[src/rtl/frv_bram_arbiter.sv]
// frv_bram_arbiter: shares one single-port BRAM between NPORTS requesters,
// fixed-priority or round-robin, with a starvation guard and per-port read responses.
module frv_bram_arbiter #(
    parameter int NPORTS   = 4,
    parameter int AW       = 32,
    parameter int DW       = 32,
    parameter int RR_MODE  = 0,
    parameter int MAX_WAIT = 15
) (
    input  logic                   g_clk,
    input  logic                   g_reset,
    input  logic [NPORTS-1:0]      req_cen,
    input  logic [NPORTS*AW-1:0]   req_addr,
    input  logic [NPORTS*DW-1:0]   req_wdata,
    input  logic [NPORTS*DW/8-1:0] req_wstrb,
    output logic [NPORTS-1:0]      req_stall,
    output logic [NPORTS-1:0]      rsp_rvalid,
    output logic [DW-1:0]          rsp_rdata,
    output logic                   bram_cen,
    output logic [AW-1:0]          bram_addr,
    output logic [DW-1:0]          bram_wdata,
    output logic [DW/8-1:0]        bram_wstrb,
    input  logic [DW-1:0]          bram_rdata
);
    localparam int IW = NPORTS > 1 ? $clog2(NPORTS) : 1;
    localparam int WW = $clog2(MAX_WAIT + 1);
    localparam int SW = DW / 8;

    logic [IW-1:0]     rr_ptr;
    logic [IW-1:0]     gidx;
    logic [IW-1:0]     rd_tag;
    logic              found;
    logic              rd_pend;
    logic [NPORTS-1:0] grant;
    logic [WW-1:0]     wait_cnt [NPORTS];
    int                cand;

    // Starved ports win first; otherwise scan from port 0 or from rr_ptr.
    always_comb begin
        found = 1'b0;
        gidx  = '0;
        cand  = 0;
        for (int i = 0; i < NPORTS; i++)
            if (!found && req_cen[i] && wait_cnt[i] == WW'(MAX_WAIT)) begin
                found = 1'b1;
                gidx  = IW'(i);
            end
        for (int k = 0; k < NPORTS; k++) begin
            cand = RR_MODE != 0 ? (int'(rr_ptr) + k) % NPORTS : k;
            if (!found && req_cen[IW'(cand)]) begin
                found = 1'b1;
                gidx  = IW'(cand);
            end
        end
    end

    assign grant      = {{(NPORTS-1){1'b0}}, found} << gidx;
    assign req_stall  = req_cen & ~grant;
    assign bram_cen   = |req_cen;
    assign bram_addr  = req_addr[gidx*AW +: AW];
    assign bram_wdata = req_wdata[gidx*DW +: DW];
    assign bram_wstrb = req_wstrb[gidx*SW +: SW];
    assign rsp_rdata  = bram_rdata;
    assign rsp_rvalid = g_reset ? '0 : {{(NPORTS-1){1'b0}}, rd_pend} << rd_tag;

    always_ff @(posedge g_clk) begin
        if (g_reset) begin
            rr_ptr  <= '0;
            rd_tag  <= '0;
            rd_pend <= 1'b0;
            for (int i = 0; i < NPORTS; i++) wait_cnt[i] <= '0;
        end else begin
            if (found) rr_ptr <= gidx == IW'(NPORTS-1) ? '0 : gidx + 1'b1;
            rd_tag  <= gidx;
            rd_pend <= found && bram_wstrb == '0;
            for (int i = 0; i < NPORTS; i++)
                wait_cnt[i] <= !req_stall[i] ? '0 :
                               wait_cnt[i] == WW'(MAX_WAIT) ? wait_cnt[i] : wait_cnt[i] + 1'b1;
        end
    end
endmodule

[config.mk]
export PLATFORM = sky130hd
export DESIGN_NAME = frv_bram_arbiter
export DESIGN_NICKNAME = d
export VERILOG_FILES = /design/src/rtl/frv_bram_arbiter.sv
export SDC_FILE = /design/constraint.sdc
export NUM_CORES = 1
export LEC_CHECK = 0
export CAP_MARGIN = 20
export CORE_AREA = 4 4 163 165
export CTS_CLUSTER_SIZE = 25
export DETAILED_ROUTE_END_ITERATION = 8
export DIE_AREA = 0 0 167 169
export SETUP_SLACK_MARGIN = 0.3
export SLEW_MARGIN = 20
export SYNTH_ARGS = -nofsm -noshare
export SYNTH_HDL_FRONTEND = slang
export SYNTH_SLANG_ARGS = --single-unit
[constraint.sdc]
create_clock -name g_clk -period 3.32 [get_ports g_clk]
set_input_delay 0.664 -clock g_clk [delete_from_list [all_inputs] [get_ports g_clk]]
set_output_delay 0.664 -clock g_clk [all_outputs]
set_load 0.005 [all_outputs]
# Word level (Yosys, flattened, before mapping)
# Memories as Yosys holds them, arrays and structs flattened.
# Index checks and enable logic that the tools add are counted.
[classes] n_addsub=4 multipliers=0 n_div=0 n_lt_le_gt_ge=0 eq_ne=4 shifts=5 n_mux=27 bitwise=6 n_reduce_logical=17
[op_table] cell="$shiftx A128 B8 Y32" n=2
[op_table] cell="$mux W4" n=13
[op_table] cell="$add A4 B1 Y4 const B" n=4
[op_table] cell="$eq A4 B4 Y1 const B" n=4
[op_table] cell="$shiftx A16 B5 Y4" n=1
[op_table] cell="$logic_and A1 B1 Y1" n=10
[op_table] cell="$mux W1" n=10
[op_table] cell="$mux W2" n=4
[op_table] cell="$shl A1 B2 Y4" n=2
[op_table] cell="$logic_not A1 Y1" n=5
[op_table] cell="$and A4 B4 Y4" n=1
[op_table] cell="$logic_not A4 Y1" n=1
[op_table] cell="$not A4 Y4" n=1
[op_table] cell="$or A1 B1 Y1" n=4
[op_table] cell="$reduce_or A4 Y1" n=1
[word_totals] register_bits=3 latchBits=0 ramBits=16 rom_bits=0 in_bits=310 out_inout_bits=109 wordCells=66 memories=1
[memory_table] memory="wait_cnt" depth=4 width=4 rd=4 rd_clocked_by_memory_dff=0 write_ports=4 line="35" rtl="logic [WW-1:0] wait_cnt [NPORTS];"

# Longest topological paths before layout
# Gate-level depths: netlist of run 1.
# An unclocked memory read counts as a cell.
[logic_depth] ltp_word=27 ltp_mapped=8 mapped_depth_nobuf=6

# Worst setup path before layout of run 1
# Ideal clock, no wire load.
[synth_timing] path_type="in2out" startpoint="input port req_cen[2]" endpoint="output port bram_addr[0]" t_arrival_ps=2010 t_required_ps=2656 slack_ps=646 cell_stages=7 path_buffers=2 path_cell_list="and4_1 clkbuf_1 o21ai_0 a21oi_1 nor2_2 buf_4 mux2i_1"
[synth_via] elab_chain_len=14 elab_cells_between_ends=17 classes_between="1 x shift; 7 x mux; 9 x reduce/logical"
[synth_lines] element="from (decl)" line="12" rtl="input logic [NPORTS-1:0] req_cen,"
[synth_lines] element="$logic_and A1 B1 Y1 (*) (2 in a row)" line="44" rtl="if (!found && req_cen[i] && wait_cnt[i] == WW'(MAX_WAIT)) begin"
[synth_lines] element="$mux W1" line="44"
[synth_lines] element="$logic_not A1 Y1" line="44"
[synth_lines] element="$logic_and A1 B1 Y1 (2 in a row)" line="44"
[synth_lines] element="$mux W1" line="44"
[synth_lines] element="$logic_not A1 Y1" line="50" rtl="if (!found && req_cen[IW'(cand)]) begin"
[synth_lines] element="$logic_and A1 B1 Y1" line="50"
[synth_lines] element="$mux W1" line="50"
[synth_lines] element="$logic_not A1 Y1" line="50"
[synth_lines] element="$logic_and A1 B1 Y1" line="50"
[synth_lines] element="$mux W2 (*)" line="50"
[synth_lines] element="$shiftx A128 B8 Y32 (*)" line="60" rtl="assign bram_addr = req_addr[gidx*AW +: AW];"
[synth_lines] element="to (decl)" line="20" rtl="output logic [AW-1:0] bram_addr,"
# Every way passes the cells marked *; elsewhere a longest branch is shown, timed or not.

==> flow_summary.yaml, run 1 <==
yosys:
  synth_enable_flop_cells: 0
  synth_ff_type: "dfxtp_1"
  yosysUniqueCellTypes: 44
  synth_warnings: 0
  synth-seq-area-share_pct: 10.9
  synth_cells: 395
  synthesis.nets: 709
  synthArstFlopShare_pct: 0
  synth-seq-cells: 19
  synth_area_per_cell_um2: 8.84
  netlist_area_um2: 3490
setup_path:
  crit_fanout: 6
  critPathSlowestCell: "dfxtp_4"
  path_delay_family: "buffers and inverters"
  critPathMaxStageDelay_ns: 0.36
  required_ns: 2.66
  crit_buf_inv: 6
  arrival_ns: 2.34
  end_kind: "output pin"
  cp_cell_sequence: "ha_4 > and4_4 > o21ai_4 > a21oi_4 > nor2_4 > buf_12 > buf_12 > buf_12 > buf_16 > buf_6 > mux2i_2 > buf_4"
  critPathLaunchType: "flip-flop"
  path_common_cell: "buf_12"
  worstSetupPathType: "flip-flop to output pin"
sta:
  setup_ws_ns: 0.319
  fin_hold_ws_ns: 0.460
  finClkSkew_ns: 0.00186
  fmax_ghz: 0.333
  min_period_over_period_pct: 90.4
  period_minus_slack_ns: 3.00
  hold_viol_final: 0
  rsz0062_at_grt: "true"
  slew_violations: 0
  setup_viol: 0
  max_slew_margin_pct: 67.7
  tightest_slew_ns: 0.480
clock_tree:
  path_clk_slew_ns: 0.05
  clockBufferDepth: 2
  cts_root_buf: "clkbuf_16"
  cts_tree: "done"
  insertion_delay_ns: 0.25
  cts_hold_buf: 0
  cts_sinks: 19
  ctsHtreeMaxLevel: 1
  numCtsBuffers: 3
detailed_routing:
  drc: 0
  wl_per_cell_um: 19.3
  firstDrtPassIters: 4
  avgViaCountPerCell: 4.12
  wirelength_um: 22000
  vias: 4683
  ant_nets: 0
  drt_iter0_markers: 154
final_layout:
  finish.utilization_pct: 33.4
  layout.nets: 1117
  layout-drive-gt1-share_pct: 23.4
  area_growth_pct: 139
  nFillCells: 2613
floorplanning:
  die_w_um: 167
  core_um2: 25000
  pin_count: 419
  start_util_pct: 13.9
  num_rows: 58
  die_area_um2: 28200
  die_y_um: 169
power_and_ir_drop:
  power.density_nw_per_um2: 140
  ir_drop_mv: 0.189
  power.leakage_nw: 3.08
  p_total_w: 0.00117
placed_design:
  numPortBuffers: 354
  dp_hpwl_um: 17300
  gp_congestion: 0.925
  pre_cts_slack_ns: -0.383
grt:
  grt_antenna_before_repair: 6
  grt_pass1_wl_um: 30600
  grt.total_usage_pct: 14.0
  grt_pass1_vias: 4821
  gr-total-overflow: 0
  grt_max_degree: 15
job:
  drv_cap: 0
status:
  outcome: "finished clean"
min_path:
  hp-class: "flip-flop to flip-flop"
report_power, final:
| group | switching [W] | internal, W | leakage (nW) |
|---|---|---|---|
| combinational | 0.000207 | 0.000480 | 2.88 |
| sequential | 0.00000424 | 0.000231 | 0.158 |
| clock | 0.0000853 | 0.000161 | 0.0409 |
area by class of cell:
class / instances / area [um2] / share of cell area, %
diodes: 5 / 12.5 / 0.150
clock buffers: 3 / 75.1 / 0.898
clock inverters: 1 / 5.00 / 0.0599
inverters: 2 / 7.51 / 0.0898
multi-input cells: 318 / 2870 / 34.3
flip-flops and latches: 19 / 398 / 4.76
well taps: 330 / 413 / 4.94
repair buffers: 459 / 4580 / 54.8
per-layer routing:
layer | track usage (%) | up-vias | routed length (um)
met2 | 26.0 | 217 | 11800
li1 | - | 2267 | -
met4 | 5.19 | 2 | 478
met3 | 3.39 | 26 | 1520
met1 | 15.5 | 2171 | 8200
met5 | 0 | - | 11
metrics by stage:
stage	cell area [um2]	std cells	setup TNS [ns]
floorplan	3490	395	0
CTS	8240	1116	0
detailed placement	7560	1075	-19.78
global placement	7560	1075	-18.89
global route	8360	1137	0
finish	8360	1137	0
synth_stat cells, types with 2 or more instances:
cell	instances	area [um2]
xnor2_1	4	35.0
nor2_1	20	75.1
nand3b_1	2	15.0
a31oi_1	4	25.0
buf_4	50	375
and4_1	2	17.5
inv_1	2	7.51
nor2b_1	3	18.8
nand2b_1	2	12.5
nor3b_1	4	30.0
mux2i_1	195	1950
nor3_1	13	65.1
a21oi_1	3	15.0
and3_1	4	25.0
dfxtp_1	19	380
nand4_1	4	25.0
clkbuf_1	2	7.51
buf_6	2	22.5
nand2_1	12	45.0
o31ai_1	2	15.0
o21ai_0	13	65.1
nand3_1	8	40.0
ha_1	4	50.1
worst paths after layout:
path,startpoint,end,slack (ns),depth (start not counted)
hold reg to reg,wait_cnt[0][0],wait_cnt[0][0],0.46,1
setup / recovery,wait_cnt[2][1],bram_wdata[30],0.32,12
setup reg to reg,wait_cnt[3][1],rd_pend,0.95,10
hold / removal,wait_cnt[0][0],wait_cnt[0][0],0.46,1
state kept, by name (all words and copies together), names as in the netlist:
register and cells:
rd_tag 2, rd_pend 1, wait_cnt 16
cells by family after synthesis:
| family | count (synthesis) | synth area share (%) |
|---|---|---|
| compound gates | 31 | 5.66 |
| xor+xnor | 4 | 1.00 |
| fa+ha+maj | 4 | 1.43 |
| buf+inv | 58 | 12.2 |
| flops | 19 | 10.9 |
| mux | 195 | 55.9 |
| simple gates | 84 | 12.9 |
worst reg2reg max path, stage by stage, from the launching register on:
cell	delay, ns
dfxtp_4	0.37
ha_4	0.15
nand4_1	0.12
buf_4	0.18
buf_4	0.15
or4_4	0.51
buf_4	0.15
nor2_1	0.11
a221oi_2	0.06
buf_4	0.15
nor4_2	0.32
placed cells by master, fill, tap and decap left out, types with 5 or more instances in the layout:
cell type and instances:
buf_12 15, buf_16 7, buf_2 12, buf_4 73, buf_6 8, clkbuf_2 23
clkdlybuf4s15_1 10, clkdlybuf4s50_1 282, dfxtp_1 11, dfxtp_2 5, diode_2 5, dlygate4sd2_1 23
mux2i_1 184, mux2i_2 9, nand2_1 11, nand3_1 8, nor2_1 18, nor3_1 13
o21ai_0 11
what timing repair did:
item,CTS,global route
endpoints found under the setup margin,70,65
pin swaps,14,10
setup buffers,29,15
gates resized for setup,175,64
cloned,8,1
endpoints found under the hold margin,0,0
(Power assumes the default switching activity.)
==> run 2: changes to the inputs <==
Settings changed: ABC_CLOCK_PERIOD_IN_PS from default to 3320.
==> results of run 2 <==
No change in the layout: final DEF, timing and power equal those of run 1.
